### src/rtl/uart_pkg.sv
// Shared UART definitions: frame geometry, state encoding common to both link ends, parity helper.
package uart_pkg;

  localparam int DATA_BITS      = 8;
  localparam int OVERSAMPLE_DEF = 16;

  // IDLE..STOP match the transmitter's encoding; BREAK exists only on the receive side.
  typedef enum logic [2:0] {
    ST_IDLE   = 3'b000,
    ST_START  = 3'b001,
    ST_DATA   = 3'b010,
    ST_PARITY = 3'b011,
    ST_STOP   = 3'b100,
    ST_BREAK  = 3'b101
  } uart_state_t;

  function automatic logic even_parity(input logic [DATA_BITS-1:0] d);
    return ^d;
  endfunction

endpackage

### src/rtl/uart_rx_dut_if.sv
// Receiver-side link bundle: serial input plus the received-byte result bus.
interface uart_rx_dut_if;
  import uart_pkg::*;

  logic                 rx1;
  logic [DATA_BITS-1:0] data_out;
  logic                 data_valid;
  logic                 parity_err;
  logic                 frame_err;
  logic                 busy;

  modport master (
    input  rx1,
    output data_out, data_valid, parity_err, frame_err, busy
  );

  modport slave (
    output rx1,
    input  data_out, data_valid, parity_err, frame_err, busy
  );

endinterface

### src/rtl/uart_sync2.sv
// Two-flop synchronizer for the idle-high serial line; resets to 1 so reset never looks like a start bit.
// Latency 2 cycles, no backpressure.
module uart_sync2 (
  input  logic clk_uart,
  input  logic rst,
  input  logic d,
  output logic q
);

  logic meta;

  always_ff @(posedge clk_uart or posedge rst) begin
    if (rst) begin
      meta <= 1'b1;
      q    <= 1'b1;
    end else begin
      meta <= d;
      q    <= meta;
    end
  end

endmodule

### src/rtl/uart_rx_dut.sv
// 8E1 UART receiver: mid-bit sampling, one-cycle data_valid with held byte and error flags.
// Strobe 10.5 bit periods + 2 cycles after the start edge; no backpressure, every completed frame strobes.
module uart_rx_dut
  import uart_pkg::*;
#(
  parameter int OVERSAMPLE = OVERSAMPLE_DEF,
  parameter int CNT_W      = 5
) (
  input  logic          clk_uart,
  input  logic          rst,
  uart_rx_dut_if.master link
);

  localparam int BIT_W = $clog2(DATA_BITS);

  uart_state_t          state, state_nx;
  logic [CNT_W-1:0]     tick_cnt;
  logic [BIT_W-1:0]     bit_cnt;
  logic [DATA_BITS-1:0] shift;
  logic                 par_rx;
  logic                 rx_s;
  logic                 tick_mid, tick_last;
  logic                 sample_bit, sample_par, frame_done;

  logic [DATA_BITS-1:0] data_q;
  logic                 valid_q, perr_q, ferr_q;

  uart_sync2 u_sync (
    .clk_uart (clk_uart),
    .rst      (rst),
    .d        (link.rx1),
    .q        (rx_s)
  );

  assign tick_mid  = (tick_cnt == CNT_W'(OVERSAMPLE/2 - 1));
  assign tick_last = (tick_cnt == CNT_W'(OVERSAMPLE - 1));

  always_ff @(posedge clk_uart or posedge rst) begin
    if (rst) state <= ST_IDLE;
    else     state <= state_nx;
  end

  always_comb begin
    state_nx   = state;
    sample_bit = 1'b0;
    sample_par = 1'b0;
    frame_done = 1'b0;
    case (state)
      ST_IDLE:   if (!rx_s) state_nx = ST_START;
      ST_START:  if (tick_mid) state_nx = rx_s ? ST_IDLE : ST_DATA;
      ST_DATA:   if (tick_last) begin
                   sample_bit = 1'b1;
                   if (bit_cnt == BIT_W'(DATA_BITS - 1)) state_nx = ST_PARITY;
                 end
      ST_PARITY: if (tick_last) begin
                   sample_par = 1'b1;
                   state_nx   = ST_STOP;
                 end
      // Leaving STOP at mid-bit gives half a bit of slack for a back-to-back start edge.
      ST_STOP:   if (tick_last) begin
                   frame_done = 1'b1;
                   state_nx   = rx_s ? ST_IDLE : ST_BREAK;
                 end
      ST_BREAK:  if (rx_s) state_nx = ST_IDLE;
      default:   state_nx = ST_IDLE;
    endcase
  end

  always_ff @(posedge clk_uart or posedge rst) begin
    if (rst) begin
      tick_cnt <= '0;
      bit_cnt  <= '0;
      shift    <= '0;
      par_rx   <= 1'b0;
      data_q   <= '0;
      valid_q  <= 1'b0;
      perr_q   <= 1'b0;
      ferr_q   <= 1'b0;
    end else begin
      valid_q <= frame_done;

      if (state_nx != state || sample_bit)
        tick_cnt <= '0;
      else if (state inside {ST_START, ST_DATA, ST_PARITY, ST_STOP})
        tick_cnt <= tick_cnt + CNT_W'(1);

      if (state == ST_START && state_nx == ST_DATA)
        bit_cnt <= '0;
      else if (sample_bit)
        bit_cnt <= bit_cnt + BIT_W'(1);

      if (sample_bit) shift[bit_cnt] <= rx_s;
      if (sample_par) par_rx <= rx_s;

      if (frame_done) begin
        data_q <= shift;
        perr_q <= (par_rx != even_parity(shift));
        ferr_q <= !rx_s;
      end
    end
  end

  assign link.data_out   = data_q;
  assign link.data_valid = valid_q;
  assign link.parity_err = perr_q;
  assign link.frame_err  = ferr_q;
  assign link.busy       = (state != ST_IDLE);

endmodule

### src/flat_wrapper.sv
// flat-port wrapper written by rule: the top's interface ports become plain ports
module uart_rx_dut_flat import uart_pkg::*;
#(
  parameter int OVERSAMPLE = OVERSAMPLE_DEF,
  parameter int CNT_W      = 5
)
  (clk_uart, rst, link_rx1, link_data_out, link_data_valid, link_parity_err, link_frame_err, link_busy);
  uart_rx_dut_if link_i ();
  input  logic clk_uart;
  input  logic rst;
  input wire logic [$bits(link_i.rx1)-1:0] link_rx1;
  output wire logic [$bits(link_i.data_out)-1:0] link_data_out;
  output wire logic [$bits(link_i.data_valid)-1:0] link_data_valid;
  output wire logic [$bits(link_i.parity_err)-1:0] link_parity_err;
  output wire logic [$bits(link_i.frame_err)-1:0] link_frame_err;
  output wire logic [$bits(link_i.busy)-1:0] link_busy;
  assign link_i.rx1 = link_rx1;
  assign link_data_out = link_i.data_out;
  assign link_data_valid = link_i.data_valid;
  assign link_parity_err = link_i.parity_err;
  assign link_frame_err = link_i.frame_err;
  assign link_busy = link_i.busy;
  uart_rx_dut #(.OVERSAMPLE(OVERSAMPLE), .CNT_W(CNT_W)) u_core (.clk_uart(clk_uart), .rst(rst), .link(link_i));
endmodule
### config.mk
export PLATFORM = sky130hd
export DESIGN_NAME = uart_rx_dut_flat
export DESIGN_NICKNAME = d
export VERILOG_FILES = /design/src/rtl/uart_pkg.sv /design/src/rtl/uart_rx_dut_if.sv /design/src/rtl/uart_sync2.sv /design/src/rtl/uart_rx_dut.sv /design/src/flat_wrapper.sv
export SDC_FILE = /design/constraint.sdc
export NUM_CORES = 1
export LEC_CHECK = 0
export ABC_AREA = 1
export ABC_CLOCK_PERIOD_IN_PS = 2100
export CAP_MARGIN = 20
export CORE_AREA = 5 5 78 66
export CTS_BUF_LIST = sky130_fd_sc_hd__clkbuf_4
export CTS_CLUSTER_DIAMETER = 120
export DETAILED_ROUTE_END_ITERATION = 16
export DIE_AREA = 0 0 83 71
export PLACE_DENSITY = 0.55
export SLEW_MARGIN = 20
export SYNTH_ARGS = -nofsm -noshare
export SYNTH_HDL_FRONTEND = slang
export SYNTH_HIERARCHICAL = 1
export SYNTH_SLANG_ARGS = --single-unit
### constraint.sdc
create_clock -name clk_uart -period 2.1 [get_ports clk_uart]
set_input_delay 0.42 -clock clk_uart [delete_from_list [all_inputs] [get_ports clk_uart]]
set_output_delay 0.42 -clock clk_uart [all_outputs]
set_load 0.02 [all_outputs]
==> out/qor.yml, run 1 <==
core_area_um2: 4350
num_vias: 1327
crit_type: "register to register"
rows: 22
min_period_ns: 1.86
dr.pass1.iters: 4
finalClockSkew_ns: 0.0152
drt_wl_total_mm: 3.13
first_iter_violations: 51
syn_area_per_cell_um2: 7.96
pre_cts_slack_ns: 0.234
via_per_inst: 4.54
hpwlAfterDp_mm: 2.32
synth.distinct_cells: 23
post_cts_buffers: 0
clockBufferDepth: 2
fmax_ghz: 0.536
final_max_slew_viol_count: 0
cp.required_ns: 2.36
place_congestion: 0.874
path_common_cell: "nor2_1"
syn_to_final_growth_pct: 16.1
postSynthNetCount: 220
grt_pass1_wl_mm: 5.58
status: "finished, final reports clean"
critPathBufInv: 0
irDropWorstVdd_mv: 0.378
holdCritPathClass: "register to register"
hold_violations: 0
path_max_fanout: 5
clkLatencyLatePin_ns: 0.34
setup_viol: 0
overflow: 0
drive_gt1_share_pct: 10.8
io_buffers: 14
fin_nets: 239
final_util_pct: 45.1
io_pins: 15
holdBufCountCts: 0
ys_warn_count: 6
antennaDiodeCount: 0
worstPathArrival_ns: 2.12
htreeDepth: 2
ys_seq_elements: 33
ant_nets: 0
p_seq_share_pct: 51.7
cap_violations: 0
worst_slew_pin_slew_ns: 0.405
grt_max_degree: 32
die_w_um: 83
drc_errors: 0
p_int_uw: 928
fin_setup_tns_ns: 0
clock-sinks: 33
layout_common_cells: "nand2_1, inv_1, dfrtp_1"
final_common_cell: "nand2_1"
max-slew-margin-rel_pct: 73.0
combPwrFrac_pct: 23.0
die-area_um2: 5890
whs_ns: 0.361
die_y_um: 71
power_per_cell_area_nw_per_um2: 712
cts_tree: "done"
max_stage_delay_ns: 0.40
p_leak_uw: 0.000991
rsz0062_at_grt: "no"
ys_seq_area_share_pct: 49.1
slowest_stage: "dfrtp_1"
grt_pass1_vias: 1227
detail_route.wl_per_cell_um: 10.7
netlist_instances: 212
clockRootBuffer: "clkbuf_4"
clkPwrFrac_pct: 25.3
switching_power_uw: 467
clk_pin_slew_ns: 0.09
syn_area_um2: 1690
start_kind: "register"
cts_made_buffers: 5
worstPathCellList: "ha_1 > nand2_1 > nor2_1 > ha_1 > nand4_2 > and2_1 > nand2_1 > nor2_1 > nand3_2 > nor2_1"
cp_top_family: "simple AND/OR/NAND/NOR gates"
antenna_found_initial: 0
crit_path_end_kind: "register"
setup_ws_ns: 0.236
start_util_pct: 38.8
switching_share_pct: 33.5
grtUsageTotal_pct: 11.7
min_period_over_period_pct: 88.8
-- metrics by stage --
stage	area (um2)	total power, uW	instances
floorplan	1690	979	212
global placement	1900	1060	284
detailed placement	1900	1060	284
CTS	1950	1420	292
global route	1960	1510	292
finish	1960	1400	292
-- layout make-up --
| class | instances | area [um2] |
|---|---|---|
| Clock buffer | 6 | 45.0 |
| Clock inverter | 2 | 10.0 |
| Fill cell | 465 | 2390 |
| Inverter | 35 | 131 |
| Multi-Input combinational cell | 141 | 717 |
| Sequential cell | 33 | 831 |
| Tap cell | 60 | 75.1 |
| Timing Repair Buffer | 15 | 150 |
-- timing repair --
item                       4_1_cts  5_1_grt
hold endpoints to repair         0        0
setup endpoints to repair        1        1
gates resized for setup          1        3
-- layer usage --
layer / GRT usage [%] / wire length [um]
met1: 15.7 / 1580
met2: 17.4 / 1350
met3: 3.61 / 160
met4: 4.90 / 46
met5: 0 / 0
-- kinds of logic (layout without fill, tap and decap cells) --
family | count (synthesis) | in the layout | synth area share, %
adder cells (fa/ha/maj) | 5 | 5 | 3.71
AO/OA/AOI/OAI | 33 | 33 | 10.5
AND/OR/NAND/NOR | 100 | 100 | 26.5
buffers and inverters | 38 | 58 | 8.60
XOR/XNOR | 3 | 3 | 1.56
flip-flops | 33 | 33 | 49.1
-- power by group through the flow --
stage / logic (uW) / registers [uW] / clock network, uW
finish: 321 / 721 / 353
floorplan: 272 / 707 / 0
global placement: 331 / 729 / 0
global route: 382 / 726 / 398
detailed placement: 329 / 728 / 0
CTS: 332 / 719 / 373
-- state kept, by name, indices dropped and copies added (netlist names) --
register / count
u_core/u_sync/q: 1
u_core/state: 3
u_core/link.frame_err: 1
u_core/bit_cnt: 3
u_core/link.data_valid: 1
u_core/tick_cnt: 5
u_core/par_rx: 1
u_core/link.parity_err: 1
u_core/u_sync/meta: 1
u_core/shift: 8
u_core/link.data_out: 8
-- path summary, 6_finish.rpt --
path / from / end / depth (start not counted) / slack, ns
hold / removal: u_core/u_sync/meta$_DFF_PP1_ / u_core/u_sync/q$_DFF_PP1_ / 0 / 0.36
min in group asynchronous: rst / u_core/u_sync/q$_DFF_PP1_ / 2 / 0.45
max in group asynchronous: rst / u_core/state[2]$_DFF_PP0_ / 3 / 1.28
setup reg to reg: u_core/tick_cnt[0]$_DFFE_PP0P_ / u_core/tick_cnt[0]$_DFFE_PP0P_ / 10 / 0.24
hold reg to reg: u_core/u_sync/meta$_DFF_PP1_ / u_core/u_sync/q$_DFF_PP1_ / 0 / 0.36
setup / recovery: u_core/tick_cnt[0]$_DFFE_PP0P_ / u_core/tick_cnt[0]$_DFFE_PP0P_ / 10 / 0.24
-- cell usage after synthesis --
cell type / n / area [um2]
dfrtp_1: 31 / 776
nand4_1: 2 / 12.5
a31oi_1: 8 / 50.1
o21bai_1: 1 / 7.51
o21ai_1: 9 / 45.0
nand3_2: 2 / 20.0
inv_2: 3 / 11.3
o21ai_0: 6 / 30.0
dfstp_2: 2 / 52.6
nand3_1: 12 / 60.1
nor2_1: 21 / 78.8
nor3_1: 1 / 5.00
clkbuf_1: 1 / 3.75
a21oi_1: 9 / 45.0
nand2_2: 2 / 12.5
nand4_2: 1 / 12.5
nor2_4: 3 / 33.8
and2_1: 1 / 6.26
ha_1: 5 / 62.6
xor2_1: 3 / 26.3
nand2_1: 55 / 206
buf_2: 2 / 10.0
inv_1: 32 / 120
Note: power is estimated with default switching activity, not from simulation.
==> inputs of run 2 (changes only) <==
==> constraint.sdc (replaced) <==
create_clock -name clk_uart -period 2.1 [get_ports clk_uart]
set_input_delay 0.315 -clock clk_uart [delete_from_list [all_inputs] [get_ports clk_uart]]
set_output_delay 0.315 -clock clk_uart [all_outputs]
set_load 0.02 [all_outputs]
==> out/qor.yml, run 2 (synthesis results as in run 1) <==
status: "finished, final reports clean"
drt-met1-wl_mm: 1.56
die_y_um: 71
hpwlAfterDp_mm: 2.33
fin_nets: 239
finalClockSkew_ns: 0.00659
fin_setup_tns_ns: 0
drive_gt1_share_pct: 9.05
crit_path_end_kind: "output port"
clock-sinks: 33
clockBufferDepth: 2
top_layer: "met4"
die-area_um2: 5890
die_w_um: 83
rr_endpoint: "u_core/tick_cnt[2]$_DFFE_PP0P_"
clk_pin_slew_ns: 0.11
holdBufCountCts: 0
cts_tree: "done"
fmax_ghz: 0.509
met3WireLength_um: 201
min_period_over_period_pct: 93.5
cap_violations: 0
layout_common_cells: "nand2_1, inv_1, dfrtp_1"
detail_route.wl_per_cell_um: 10.8
syn_to_final_growth_pct: 15.5
power_per_cell_area_nw_per_um2: 709
worstPathCellList: "nor2_2 > nand2_1 > clkdlybuf4s50_1"
final_util_pct: 44.8
p_leak_uw: 0.000983
cts_made_buffers: 5
holdCritPathClass: "input port to asynchronous set/reset pin"
via_per_inst: 4.56
start_kind: "register"
slowest_stage: "clkdlybuf4s50_1"
io_pins: 15
core_area_um2: 4350
wl_met2_mm: 1.34
clkLatencyLatePin_ns: 0.34
start_util_pct: 38.8
reg2reg_slack_ns: 0.23
grtUsageTotal_pct: 11.7
ant_nets: 0
max_stage_delay_ns: 0.54
dr.pass1.iters: 4
first_iter_violations: 116
grt_max_degree: 32
final_max_slew_viol_count: 0
cp.required_ns: 1.78
max-slew-margin-rel_pct: 73.7
min_period_ns: 1.96
htreeDepth: 2
place_area_um2: 1900
antenna_found_initial: 0
drt_wl_total_mm: 3.15
path_max_fanout: 7
worstPathArrival_ns: 1.65
clockRootBuffer: "clkbuf_4"
grt_pass1_wl_mm: 5.57
rsz0062_at_grt: "no"
drc_errors: 0
cp_top_family: "buffers and inverters"
grt_pass1_vias: 1226
worst_slew_pin_slew_ns: 0.395
fillers: 473
reg2reg_depth: 10
rr_startpoint: "u_core/tick_cnt[0]$_DFFE_PP0P_"
hold_violations: 0
num_vias: 1331
rows: 22
fin_area_um2: 1950
final_common_cell: "nand2_1"
place_congestion: 0.851
overflow: 0
crit_type: "register to output port"
p_total_uw: 1380
setup_viol: 0
io_buffers: 14
antennaDiodeCount: 0
irDropWorstVdd_mv: 0.421
critPathBufInv: 1
[run 2: layout make-up]
cell class	count	area (um2)	area share (%)
timing repair buffer	15	148	7.57
sequential	33	828	42.5
inverter	35	131	6.74
clock buffer	5	37.5	1.93
tap	60	75.1	3.85
multi-input combinational	141	717	36.8
clock inverter	3	12.5	0.642
[run 2: per-layer routing]
layer | GRT usage (%) | vias to the layer above
li1 | - | 709
met1 | 14.8 | 595
met2 | 18.1 | 22
met3 | 5.01 | 5
met4 | 3.81 | 0
met5 | 0 | -
[run 2: power by group]
group          total (uW)  leakage (uW)  internal, uW  switching (uW)
combinational         324      0.000505           112             212
sequential            718      0.000448           676            41.4
clock                 340     0.0000300           121             219
[run 2: timing repair]
| item | 4_1_cts | 5_1_grt |
|---|---|---|
| setup buffers | 0 | 0 |
| endpoints found under the setup margin | 0 | 1 |
| resized for setup | 0 | 1 |
[run 2: worst max path at each step]
stage	startpoint	to	slack [ns]	cells after the start
after floorplan	u_core/tick_cnt[0]$_DFFE_PP0P_	u_core/tick_cnt[0]$_DFFE_PP0P_	0.47	10
after global placement	u_core/tick_cnt[0]$_DFFE_PP0P_	u_core/tick_cnt[4]$_DFFE_PP0P_	0.26	11
after detailed placement	u_core/tick_cnt[0]$_DFFE_PP0P_	u_core/tick_cnt[2]$_DFFE_PP0P_	0.25	10
after CTS	u_core/state[1]$_DFF_PP0_	link_busy	0.07	3
after global routing	u_core/state[2]$_DFF_PP0_	link_busy	0.01	3
final	u_core/state[1]$_DFF_PP0_	link_busy	0.14	3
[run 2: through the flow]
step	instances	hold slack, ns	setup WS [ns]
detailed placement	284	0.347	0.253
CTS	292	0.307	0.0745
global route	292	0.341	0.0133
global placement	284	0.349	0.264
floorplan	212	0.227	0.473
finish	292	0.317	0.136
==> inputs of run 3 (changes only) <==
--- a/config.mk
+++ b/config.mk
@@ -13,6 +13,7 @@
 export CTS_CLUSTER_DIAMETER = 120
 export DETAILED_ROUTE_END_ITERATION = 16
 export DIE_AREA = 0 0 83 71
+export HOLD_SLACK_MARGIN = 0.02
 export PLACE_DENSITY = 0.55
 export SLEW_MARGIN = 20
 export SYNTH_ARGS = -nofsm -noshare
==> results of run 3 <==
The final DEF is identical to that of run 2; final timing and power are the same.
